===== src/rtl/wb_pipe_unit_pkg.sv =====
// rtl/wb_pipe_unit_pkg.sv - shared encodings for the write-back stage
package wb_pipe_unit_pkg;

    typedef enum logic [1:0] {
        SEL_ALU_AS_RES       = 2'd0,
        SEL_MEM_AS_RES       = 2'd1,
        SEL_PC_PLUS_4_AS_RES = 2'd2,
        SEL_CSR_AS_RES       = 2'd3
    } result_sel_e;

    localparam logic [2:0] F3_LB  = 3'b000;
    localparam logic [2:0] F3_LH  = 3'b001;
    localparam logic [2:0] F3_LW  = 3'b010;
    localparam logic [2:0] F3_LD  = 3'b011;
    localparam logic [2:0] F3_LBU = 3'b100;
    localparam logic [2:0] F3_LHU = 3'b101;
    localparam logic [2:0] F3_LWU = 3'b110;

    typedef enum logic [1:0] {
        WB_EMPTY     = 2'd0,
        WB_READY     = 2'd1,
        WB_WAIT_LOAD = 2'd2
    } wb_state_e;

    function automatic logic is_load(input logic [1:0] sel);
        return sel == SEL_MEM_AS_RES;
    endfunction

endpackage


===== src/rtl/wb_pipe_unit_if.sv =====
// rtl/wb_pipe_unit_if.sv - MEM/WB, data-memory response and register-file bundle
interface wb_pipe_unit_if #(
    parameter int INST_WIDTH          = 32,
    parameter int INST_ADDR_WIDTH     = 32,
    parameter int DATA_WIDTH          = 32,
    parameter int REGISTER_ADDR_WIDTH = 5,
    parameter int INSTRET_WIDTH       = 64
);
    logic                           valid_MEM_WB_i;
    logic [INST_WIDTH-1:0]          INST_MEM_WB_i;
    logic                           reg_write_MEM_WB_i;
    logic [1:0]                     result_sel_MEM_WB_i;
    logic [DATA_WIDTH-1:0]          alu_res_MEM_WB_i;
    logic [DATA_WIDTH-1:0]          csr_rdata_MEM_WB_i;
    logic [REGISTER_ADDR_WIDTH-1:0] rd_MEM_WB_i;
    logic [INST_ADDR_WIDTH-1:0]     PC_plus_4_MEM_WB_i;
    logic                           flush_WB;
    logic                           dmem_rvalid;
    logic [DATA_WIDTH-1:0]          dmem_rdata;

    logic                           stall_WB;
    logic [INST_WIDTH-1:0]          INST_WB;
    logic                           reg_write_WB;
    logic [REGISTER_ADDR_WIDTH-1:0] rd_WB;
    logic [DATA_WIDTH-1:0]          result_WB;
    logic                           retire_WB;
    logic [INSTRET_WIDTH-1:0]       instret_WB;

    modport master (
        output valid_MEM_WB_i, INST_MEM_WB_i, reg_write_MEM_WB_i, result_sel_MEM_WB_i,
               alu_res_MEM_WB_i, csr_rdata_MEM_WB_i, rd_MEM_WB_i, PC_plus_4_MEM_WB_i,
               flush_WB, dmem_rvalid, dmem_rdata,
        input  stall_WB, INST_WB, reg_write_WB, rd_WB, result_WB, retire_WB, instret_WB
    );

    modport slave (
        input  valid_MEM_WB_i, INST_MEM_WB_i, reg_write_MEM_WB_i, result_sel_MEM_WB_i,
               alu_res_MEM_WB_i, csr_rdata_MEM_WB_i, rd_MEM_WB_i, PC_plus_4_MEM_WB_i,
               flush_WB, dmem_rvalid, dmem_rdata,
        output stall_WB, INST_WB, reg_write_WB, rd_WB, result_WB, retire_WB, instret_WB
    );
endinterface


===== src/rtl/wb_load_align.sv =====
// rtl/wb_load_align.sv - selects and sign/zero-extends load data from a raw memory word
module wb_load_align
    import wb_pipe_unit_pkg::*;
#(
    parameter int DATA_WIDTH = 32
) (
    input  logic [2:0]                        funct3_i,
    input  logic [$clog2(DATA_WIDTH/8)-1:0]   offset_i,
    input  logic [DATA_WIDTH-1:0]             raw_i,
    output logic [DATA_WIDTH-1:0]             data_o
);
    localparam int OFF_W = $clog2(DATA_WIDTH/8);

    logic [OFF_W-1:0] half_off;
    logic [OFF_W-1:0] word_off;
    logic [7:0]       byte_v;
    logic [15:0]      half_v;
    logic [31:0]      word_v;

    // Halfword and word lanes ignore the low offset bits; at 32 bits the word lane is the whole word.
    always_comb begin
        half_off    = offset_i;
        half_off[0] = 1'b0;
        word_off    = offset_i;
        word_off[1:0] = 2'b00;
        byte_v = 8'(raw_i >> {offset_i, 3'b000});
        half_v = 16'(raw_i >> {half_off, 3'b000});
        word_v = 32'(raw_i >> {word_off, 3'b000});
    end

    always_comb begin
        data_o = raw_i;
        case (funct3_i)
            F3_LB: begin
                data_o       = {DATA_WIDTH{byte_v[7]}};
                data_o[7:0]  = byte_v;
            end
            F3_LH: begin
                data_o       = {DATA_WIDTH{half_v[15]}};
                data_o[15:0] = half_v;
            end
            F3_LW: begin
                data_o       = {DATA_WIDTH{word_v[31]}};
                data_o[31:0] = word_v;
            end
            F3_LBU: begin
                data_o       = '0;
                data_o[7:0]  = byte_v;
            end
            F3_LHU: begin
                data_o       = '0;
                data_o[15:0] = half_v;
            end
            F3_LWU: begin
                if (DATA_WIDTH == 64) begin
                    data_o       = '0;
                    data_o[31:0] = word_v;
                end
            end
            F3_LD:   data_o = raw_i;
            default: data_o = raw_i;
        endcase
    end

endmodule


===== src/rtl/wb_pipe_unit.sv =====
// rtl/wb_pipe_unit.sv - write-back stage: MEM/WB register, load wait, result mux, retire counter
module wb_pipe_unit
    import wb_pipe_unit_pkg::*;
#(
    parameter int INST_WIDTH          = 32,
    parameter int INST_ADDR_WIDTH     = 32,
    parameter int DATA_WIDTH          = 32,
    parameter int REGISTER_ADDR_WIDTH = 5,
    parameter int INSTRET_WIDTH       = 64
) (
    input  logic         clk,
    input  logic         rst,
    wb_pipe_unit_if.slave bus
);
    localparam int OFF_W = $clog2(DATA_WIDTH/8);

    wb_state_e                      state_q;
    logic [INST_WIDTH-1:0]          inst_q;
    logic                           reg_write_q;
    logic [1:0]                     sel_q;
    logic [DATA_WIDTH-1:0]          alu_q;
    logic [DATA_WIDTH-1:0]          csr_q;
    logic [REGISTER_ADDR_WIDTH-1:0] rd_q;
    logic [INST_ADDR_WIDTH-1:0]     pc_q;
    logic [INSTRET_WIDTH-1:0]       instret_q;
    logic [INSTRET_WIDTH-1:0]       instret_d;

    logic                           stall;
    logic                           commit;
    logic                           retire;
    logic                           capture;
    logic [DATA_WIDTH-1:0]          load_data;
    logic [DATA_WIDTH-1:0]          result;

    assign stall   = (state_q == WB_WAIT_LOAD) && !bus.dmem_rvalid;
    assign commit  = (state_q == WB_READY) || ((state_q == WB_WAIT_LOAD) && bus.dmem_rvalid);
    assign retire  = commit && !bus.flush_WB;
    assign capture = !stall && !bus.flush_WB;
    assign instret_d = retire ? instret_q + INSTRET_WIDTH'(1) : instret_q;

    wb_load_align #(
        .DATA_WIDTH(DATA_WIDTH)
    ) u_load_align (
        .funct3_i (inst_q[14:12]),
        .offset_i (alu_q[OFF_W-1:0]),
        .raw_i    (bus.dmem_rdata),
        .data_o   (load_data)
    );

    always_comb begin
        result = alu_q;
        case (sel_q)
            SEL_ALU_AS_RES:       result = alu_q;
            SEL_MEM_AS_RES:       result = load_data;
            SEL_PC_PLUS_4_AS_RES: result = DATA_WIDTH'(pc_q);
            SEL_CSR_AS_RES:       result = csr_q;
            default:              result = alu_q;
        endcase
    end

    // Flush wins over capture; a stalled load simply holds the register.
    always_ff @(posedge clk) begin
        if (rst) begin
            state_q     <= WB_EMPTY;
            inst_q      <= '0;
            reg_write_q <= 1'b0;
            sel_q       <= '0;
            alu_q       <= '0;
            csr_q       <= '0;
            rd_q        <= '0;
            pc_q        <= '0;
            instret_q   <= '0;
        end else begin
            instret_q <= instret_d;
            if (bus.flush_WB) begin
                state_q <= WB_EMPTY;
            end else if (capture) begin
                inst_q      <= bus.INST_MEM_WB_i;
                reg_write_q <= bus.reg_write_MEM_WB_i;
                sel_q       <= bus.result_sel_MEM_WB_i;
                alu_q       <= bus.alu_res_MEM_WB_i;
                csr_q       <= bus.csr_rdata_MEM_WB_i;
                rd_q        <= bus.rd_MEM_WB_i;
                pc_q        <= bus.PC_plus_4_MEM_WB_i;
                if (!bus.valid_MEM_WB_i) begin
                    state_q <= WB_EMPTY;
                end else if (is_load(bus.result_sel_MEM_WB_i)) begin
                    state_q <= WB_WAIT_LOAD;
                end else begin
                    state_q <= WB_READY;
                end
            end
        end
    end

    // Outputs are forced low while reset is asserted so nothing stale leaks out of the reset cycle.
    assign bus.stall_WB     = !rst && stall;
    assign bus.retire_WB    = !rst && retire;
    assign bus.reg_write_WB = !rst && retire && reg_write_q && (rd_q != '0);
    assign bus.INST_WB      = rst ? '0 : inst_q;
    assign bus.rd_WB        = rst ? '0 : rd_q;
    assign bus.result_WB    = rst ? '0 : result;
    assign bus.instret_WB   = rst ? '0 : instret_q;

endmodule

===== src/flat_wrapper.sv =====
// flat-port wrapper written by rule: the top's interface ports become plain ports
module wb_pipe_unit_flat import wb_pipe_unit_pkg::*;
#(
    parameter int INST_WIDTH          = 32,
    parameter int INST_ADDR_WIDTH     = 32,
    parameter int DATA_WIDTH          = 32,
    parameter int REGISTER_ADDR_WIDTH = 5,
    parameter int INSTRET_WIDTH       = 64
)
  (clk, rst, bus_valid_MEM_WB_i, bus_INST_MEM_WB_i, bus_reg_write_MEM_WB_i, bus_result_sel_MEM_WB_i, bus_alu_res_MEM_WB_i, bus_csr_rdata_MEM_WB_i, bus_rd_MEM_WB_i, bus_PC_plus_4_MEM_WB_i, bus_flush_WB, bus_dmem_rvalid, bus_dmem_rdata, bus_stall_WB, bus_INST_WB, bus_reg_write_WB, bus_rd_WB, bus_result_WB, bus_retire_WB, bus_instret_WB);
  wb_pipe_unit_if #(.INST_WIDTH(INST_WIDTH), .INST_ADDR_WIDTH(INST_ADDR_WIDTH), .DATA_WIDTH(DATA_WIDTH), .REGISTER_ADDR_WIDTH(REGISTER_ADDR_WIDTH), .INSTRET_WIDTH(INSTRET_WIDTH)) bus_i ();
  input  logic clk;
  input  logic rst;
  input wire logic [$bits(bus_i.valid_MEM_WB_i)-1:0] bus_valid_MEM_WB_i;
  input wire logic [$bits(bus_i.INST_MEM_WB_i)-1:0] bus_INST_MEM_WB_i;
  input wire logic [$bits(bus_i.reg_write_MEM_WB_i)-1:0] bus_reg_write_MEM_WB_i;
  input wire logic [$bits(bus_i.result_sel_MEM_WB_i)-1:0] bus_result_sel_MEM_WB_i;
  input wire logic [$bits(bus_i.alu_res_MEM_WB_i)-1:0] bus_alu_res_MEM_WB_i;
  input wire logic [$bits(bus_i.csr_rdata_MEM_WB_i)-1:0] bus_csr_rdata_MEM_WB_i;
  input wire logic [$bits(bus_i.rd_MEM_WB_i)-1:0] bus_rd_MEM_WB_i;
  input wire logic [$bits(bus_i.PC_plus_4_MEM_WB_i)-1:0] bus_PC_plus_4_MEM_WB_i;
  input wire logic [$bits(bus_i.flush_WB)-1:0] bus_flush_WB;
  input wire logic [$bits(bus_i.dmem_rvalid)-1:0] bus_dmem_rvalid;
  input wire logic [$bits(bus_i.dmem_rdata)-1:0] bus_dmem_rdata;
  output wire logic [$bits(bus_i.stall_WB)-1:0] bus_stall_WB;
  output wire logic [$bits(bus_i.INST_WB)-1:0] bus_INST_WB;
  output wire logic [$bits(bus_i.reg_write_WB)-1:0] bus_reg_write_WB;
  output wire logic [$bits(bus_i.rd_WB)-1:0] bus_rd_WB;
  output wire logic [$bits(bus_i.result_WB)-1:0] bus_result_WB;
  output wire logic [$bits(bus_i.retire_WB)-1:0] bus_retire_WB;
  output wire logic [$bits(bus_i.instret_WB)-1:0] bus_instret_WB;
  assign bus_i.valid_MEM_WB_i = bus_valid_MEM_WB_i;
  assign bus_i.INST_MEM_WB_i = bus_INST_MEM_WB_i;
  assign bus_i.reg_write_MEM_WB_i = bus_reg_write_MEM_WB_i;
  assign bus_i.result_sel_MEM_WB_i = bus_result_sel_MEM_WB_i;
  assign bus_i.alu_res_MEM_WB_i = bus_alu_res_MEM_WB_i;
  assign bus_i.csr_rdata_MEM_WB_i = bus_csr_rdata_MEM_WB_i;
  assign bus_i.rd_MEM_WB_i = bus_rd_MEM_WB_i;
  assign bus_i.PC_plus_4_MEM_WB_i = bus_PC_plus_4_MEM_WB_i;
  assign bus_i.flush_WB = bus_flush_WB;
  assign bus_i.dmem_rvalid = bus_dmem_rvalid;
  assign bus_i.dmem_rdata = bus_dmem_rdata;
  assign bus_stall_WB = bus_i.stall_WB;
  assign bus_INST_WB = bus_i.INST_WB;
  assign bus_reg_write_WB = bus_i.reg_write_WB;
  assign bus_rd_WB = bus_i.rd_WB;
  assign bus_result_WB = bus_i.result_WB;
  assign bus_retire_WB = bus_i.retire_WB;
  assign bus_instret_WB = bus_i.instret_WB;
  wb_pipe_unit #(.INST_WIDTH(INST_WIDTH), .INST_ADDR_WIDTH(INST_ADDR_WIDTH), .DATA_WIDTH(DATA_WIDTH), .REGISTER_ADDR_WIDTH(REGISTER_ADDR_WIDTH), .INSTRET_WIDTH(INSTRET_WIDTH)) u_core (.clk(clk), .rst(rst), .bus(bus_i));
endmodule

===== config.mk =====
export PLATFORM = sky130hd
export DESIGN_NAME = wb_pipe_unit_flat
export DESIGN_NICKNAME = d
export VERILOG_FILES = /design/src/rtl/wb_pipe_unit_pkg.sv /design/src/rtl/wb_pipe_unit_if.sv /design/src/rtl/wb_load_align.sv /design/src/rtl/wb_pipe_unit.sv /design/src/flat_wrapper.sv
export SDC_FILE = /design/constraint.sdc
export NUM_CORES = 1
export LEC_CHECK = 0
export BUFFER_PORTS_ARGS = -buffer_cell sky130_fd_sc_hd__buf_2
export CORE_UTILIZATION = 52
export CTS_CLUSTER_DIAMETER = 60
export DETAILED_ROUTE_END_ITERATION = 10
export HOLD_SLACK_MARGIN = 0.08
export PLACE_DENSITY = 0.81
export SETUP_SLACK_MARGIN = 0.2
export SLEW_MARGIN = 20
export SYNTH_ARGS = -nofsm -noshare
export SYNTH_HDL_FRONTEND = slang
export SYNTH_SLANG_ARGS = --single-unit

===== constraint.sdc =====
create_clock -name clk -period 2.61 [get_ports clk]
set_input_delay 0.1305 -clock clk [delete_from_list [all_inputs] [get_ports clk]]
set_output_delay 0.1305 -clock clk [all_outputs]
set_load 0.01 [all_outputs]

**Word-level counts from Yosys, hierarchy flattened**

Index checks and enable logic that the tools add are counted.
Widths: inputs -> output; s select.

- Register bits after elaboration: 202
- Bits in latches: 0
- Memory bits (writable): 0
- Memory bits (read-only): 0
- Input port bits: 173
- Output and inout bits: 136
- Logic and storage cells: 48
- Memories: 0

- Add/subtract/negate cells: 1
- Multiply operators: 0
- Div/mod/pow operators: 0
- Magnitude comparators: 0
- Equal/unequal tests: 9
- Shift-type cells: 2
- Muxes and demuxes: 8
- Bitwise logic cells: 1
- Reduce and logical (&&, ||, !) cells: 18

Operators by type and width:

| operator | number |
|---|---|
| $pmux 32 s4 | 2 |
| $add 64x1->64 const B | 1 |
| $mux 32 | 2 |
| $mux 64 | 1 |
| $shr 32x5->16 | 1 |
| $shr 32x5->8 | 1 |
| $logic_and 1x1->1 | 8 |
| $eq 2x1->1 const B | 3 |
| $eq 2x2->1 const B | 3 |
| $eq 3x3->1 const B | 2 |
| $mux 5 | 1 |
| $reduce_bool 5->1 | 1 |
| $logic_not 1->1 | 4 |
| $mux 2 | 2 |
| $eq 3x1->1 const B | 1 |
| $logic_not 3->1 | 1 |
| $logic_not 2->1 | 1 |
| $reduce_and 2->1 | 1 |
| $reduce_or 2->1 | 1 |
| $logic_or 1x1->1 | 1 |
| $not 1->1 | 1 |

**Logic depth before layout (Yosys ltp)**

- Depth in word-level cells: 7
- Gate-level depth with buffers: 8
- Mapped depth without buffers: 6

**Cells and area by module**

Synthesis repeated with hierarchy kept, for this count alone.

- Cells, all modules: 1,301
- Area total of the unflattened synthesis: 10,282.4 um2

Modules (own cells, without submodules):

| module | instances | cells an instance | area an instance (um2) | sequential area each (um2) |
|---|---|---|---|---|
| wb_pipe_unit | 1 | 1,179 | 9,462.8 | 4,043.9 |
| wb_load_align | 1 | 122 | 819.5 | 0.0 |

**Worst setup path before layout**

OpenSTA, ideal clock, no wires.

- Path type: reg-to-reg
- Start: reg u_core.instret_q[17]
- End: reg u_core.instret_q[61]
- Library setup time: 70 ps
- Arrival time: 2,057 ps
- Required time: 2,540 ps
- Path slack: 482 ps
- Cell stages (with the launch flop): 8
- Path buffers: 2
- Period minus slack after synthesis: 2,128 ps
- Cells stage by stage: dfxtp_1 > and4_1 > buf_4 > nand4_4 > or4_4 > buf_6 > or4_1 > a21oi_1

- Word-level cells in the longest chain between the ends: 1

Ends and longest elaborated chain:

| what | line | RTL |
|---|---|---|
| start, declared | wb_pipe_unit.sv:25 | `logic [INSTRET_WIDTH-1:0] instret_q;` |
| start signal, assigned | wb_pipe_unit.sv:74 | `instret_q <= instret_d;` |
| $add 64x1->64 | wb_pipe_unit.sv:39 | `assign instret_d = retire ? instret_q + INSTRET_WIDTH'(1) : instret_q;` |

Every way passes these cells.
A chain may end at the register's enable or synchronous reset.

**Worst setup path after layout**

- Start: reg u_core.alu_q[1]
- End: out bus_result_WB[12]

- Word-level cells in the longest chain between the ends: 4
- Elaborated cells on any way between the ends: 5
- Classes of those cells: 2 x shift; 3 x mux

Ends and longest elaborated chain:

| what | line | RTL |
|---|---|---|
| start, declared | wb_pipe_unit.sv:21 | `logic [DATA_WIDTH-1:0] alu_q;` |
| start signal, assigned | wb_pipe_unit.sv:81 | `alu_q <= bus.alu_res_MEM_WB_i;` |
| $shr 32x5->16 / $shr 32x5->8 (equally long branches) | wb_load_align.sv:27, wb_load_align.sv:26 |  |
| $pmux 32 s4 (*) | wb_load_align.sv:33 | `case (funct3_i)` |
| $pmux 32 s4 (*) | wb_pipe_unit.sv:52 | `case (sel_q)` |
| $mux 32 (*) | wb_pipe_unit.sv:102 | `assign bus.result_WB = rst ? '0 : result;` |
| end, declared | flat_wrapper.sv:29 | `output wire logic [$bits(bus_i.result_WB)-1:0] bus_result_WB;` |

Mark *: on every way between the ends. The rest lies on a longest branch, timed or not.

==> impl_results.md <==
* Synth top area cells: dfxtp_1, nand2_1, a21oi_1
* Crit path max-delay family: buffers and inverters
* # H-tree levels at 1
* Fmax at 413 MHz
* Slew of the pin with the lowest slew margin at 0.662 ns
* Max-slew headroom at 55.8%
* Starting Density at 53.3%
* CTS Buf Count at 24
* Syn_area_per_cell at 7.27 um2
* Setup Crit Path Kind: reg -> out
* Core area at 18800 um2
* Critical Path Fanout Max at 6
* CTS root buffer: clkbuf_16
* Via Count at 11700
* Top_reg_cell synth: dfxtp_1
* Die X at 141 um
* Synth area leader: dfxtp_1
* Total gr overflow at 0
* GP Congestion at 0.917
* Iter 0 DRT Violations at 1002
* Final Skew at 0.0139 ns
* CP Launch Type: flop
* Synth Net Count at 1555
* Post-DR vias/cell at 5.67
* Final hold violations at 0
* Skew-Pair Late Insertion Delay at 0.52 ns
* Post-route ant nets at 0
* Crit. End Element: output port
* Critical Path AT at 2.29 ns
* Tmin final at 2.42 ns
* Worst Path Required at 2.48 ns
* Crit share post-route at 92.7%
* Final wirelength at 36000 um
* Layout cells sized above 1 at 23.1%
* Hold wc startpoint: rst
* CTS Buffer Depth at 3
* Port Buffers at 308
* Rows at 50
* Placed inst area at 11800 um2
* Synth unique cells at 49
* Final Max Tran Viols at 0
* Post-synthesis sequential area ratio at 40.3%
* DPL Wire Length at 22100 um
* Synth warn at 0
* Final worst slack at 0.190 ns
* DRC at 0
* Clk pin slew, worst setup/hold paths at 0.06 ns
* Mapped Cells at 1381
* Leakage at 5.97 nW
* VDD IR max at 0.509 mV
* RSZ-0062 raised after global routing: true
* Final setup violation count at 0
* Drt wl/cell at 17.4 um
* First-pass GRT wire length at 55400 um
* Worst r2r dst: u_core.instret_q[59]$_SDFFE_PP0N_
* Antenna violations before repair at 2
* Levels on crit path at 7
* Die ar. at 19900 um2
* Clk sink count at 202
* Drt pass-1 iters at 5
* Worst reg2reg setup slack at 0.32 ns
* Fillers at 1337
* Post-synth top area share at 40.3%
* Worst path max stage delay at 0.51 ns
* Cell Area, Synth at 10000 um2
* Yosys reg bits at 202
* TNS Setup at 0 ns
* Crit-path slowest cell: a2111oi_1
* Final #Nets at 1963
* Die height at 141 um
* Total power per unit cell area at 542 nW/um2
* Vias in the first global route at 11200
* Max-cap violation count at 0
* Setup crit start: u_core.alu_q[1]$_SDFFE_PP0P_
* CP endpoint: bus_result_WB[12]
* Number of synthesized flops with an enable pin at 0
* Top Ports at 309
* Total track usage at 34.9%
* Largest net degree at the start of global routing at 137
* Area Overhead vs Synth at 40.8%
* Min-Delay Path Class: in -> reg
* CTS tree: built
* Async SR Flop Fraction at 0%
* Worst path bufs/invs at 4
* Post-route design area at 14100 um2
* Worst R2R Path Depth at 5
* Critical path, cell by cell: buf_6 -> buf_4 -> buf_12 -> mux2_2 -> a21oi_1 -> a2111oi_1 -> buf_2
* DP Worst Slack at 0.325 ns
* Outcome: completed
* Reg-to-Reg Start: u_core.instret_q[17]$_SDFFE_PP0N_
sequential cells by signal (all words and copies together) (netlist names):
name	cells
u_core.instret_q	64
u_core.alu_q	32
u_core.csr_q	32
u_core.inst_q	32
u_core.pc_q	32
u_core.rd_q	5
u_core.sel_q	2
u_core.state_q	2
u_core.reg_write_q	1
how the worst min path moves through the flow:
stage                                                   end  cells after the start
after global placement       u_core.inst_q[26]$_SDFFE_PP0P_                      3
after CTS                    u_core.state_q[1]$_SDFFE_PP0P_                      4
after floorplan               u_core.alu_q[10]$_SDFFE_PP0P_                      2
final                     u_core.instret_q[39]$_SDFFE_PP0N_                      2
after detailed placement    u_core.reg_write_q$_SDFFE_PP0P_                      3
after global routing      u_core.instret_q[30]$_SDFFE_PP0N_                      2
cells by family (layout without fill, tap and decap cells):
family / count (synthesis) / count (layout) / synth area share, %
compound gates: 288 / 288 / 16.1
flops: 202 / 202 / 40.3
xor+xnor: 34 / 34 / 2.97
buf+inv: 114 / 538 / 4.42
mux: 21 / 21 / 2.23
fa+ha+maj: 1 / 1 / 0.125
other cells: 0 / 3 / 0
simple gates: 721 / 721 / 33.9
synthesized netlist by cell type (all sizes together) (2+ instances only):
cell	n
a2111oi	7
a211oi	11
a21oi	196
a221oi	2
a31oi	19
and2	6
and3	6
and4	14
buf	8
clkbuf	95
dfxtp	202
inv	11
mux2	11
mux2i	10
nand2	347
nand2b	33
nand3	22
nand4	17
nor2	107
nor2b	100
nor3	22
nor3b	2
nor4	12
o2111ai	7
o21ai	27
o31ai	11
o41ai	2
or3	12
or4	16
xnor2	20
xor2	14
stage by stage:
step | std cells | power, mW | hold slack [ns] | util [%]
4_1_cts | 2063 | 7.61 | 0.0820 | 74.6
5_1_grt | 2067 | 7.91 | 0.112 | 75.1
2_1_floorplan | 1381 | 3.84 | 0.266 | -
6_report | 2068 | 7.66 | 0.0929 | 75.1
3_3_place_gp | 1878 | 4.20 | 0.372 | 62.7
3_5_place_dp | 1878 | 4.22 | 0.375 | 62.7
report_power, final:
group          leakage (nW)  internal [mW]  switching [mW]
logic                  3.94          0.510           0.620
clock network         0.376           1.92            1.32
registers              1.65           3.20          0.0839
total                  5.97           5.64            2.02
routing by layer:
metal	vias up	wire length [um]	global-route usage (%)
li1	5495	-	-
met1	5338	13400	39.6
met2	716	17100	59.8
met3	185	3150	6.96
met4	0	2320	22.8
met5	-	0	0
cell usage in the layout, fill, tap and decap left out, drive strengths merged, types with 6 or more instances in the layout:
cell	count
xnor2	20
xor2	14
mux2i	10
clkbuf	38
dlygate4sd3	139
nor3	22
buf	346
o2111ai	7
nand2b	33
a31oi	19
or4	16
nor2b	100
and3	6
nor2	107
and2	6
nand3	22
a2111oi	7
nand4	17
a211oi	11
nor4	12
a21oi	196
nand2	347
or3	12
inv	13
o21ai	27
o31ai	11
and4	14
mux2	11
dfxtp	202
cell type report:
class	instances	area [um2]	share of cell area [%]
Multi-Input combinational cell	1065	5660	40.0
Sequential cell	202	4050	28.6
Timing Repair Buffer	485	3300	23.3
Clock buffer	38	734	5.19
Tap cell	260	325	2.30
Inverter	11	41.3	0.292
Clock inverter	4	27.5	0.195
Antenna cell	3	7.51	0.0531
timing repair:
action                                  in CTS  in global routing
pin swaps                                    1                  3
endpoints found under the setup margin      25                 36
gates cloned                                 1                  0
gates resized for setup                     12                 23
hold buffers                               139                  0
buffers inserted                             3                  2
hold endpoints to repair                   138                  0
Note: power is estimated with default switching activity, not from simulation.
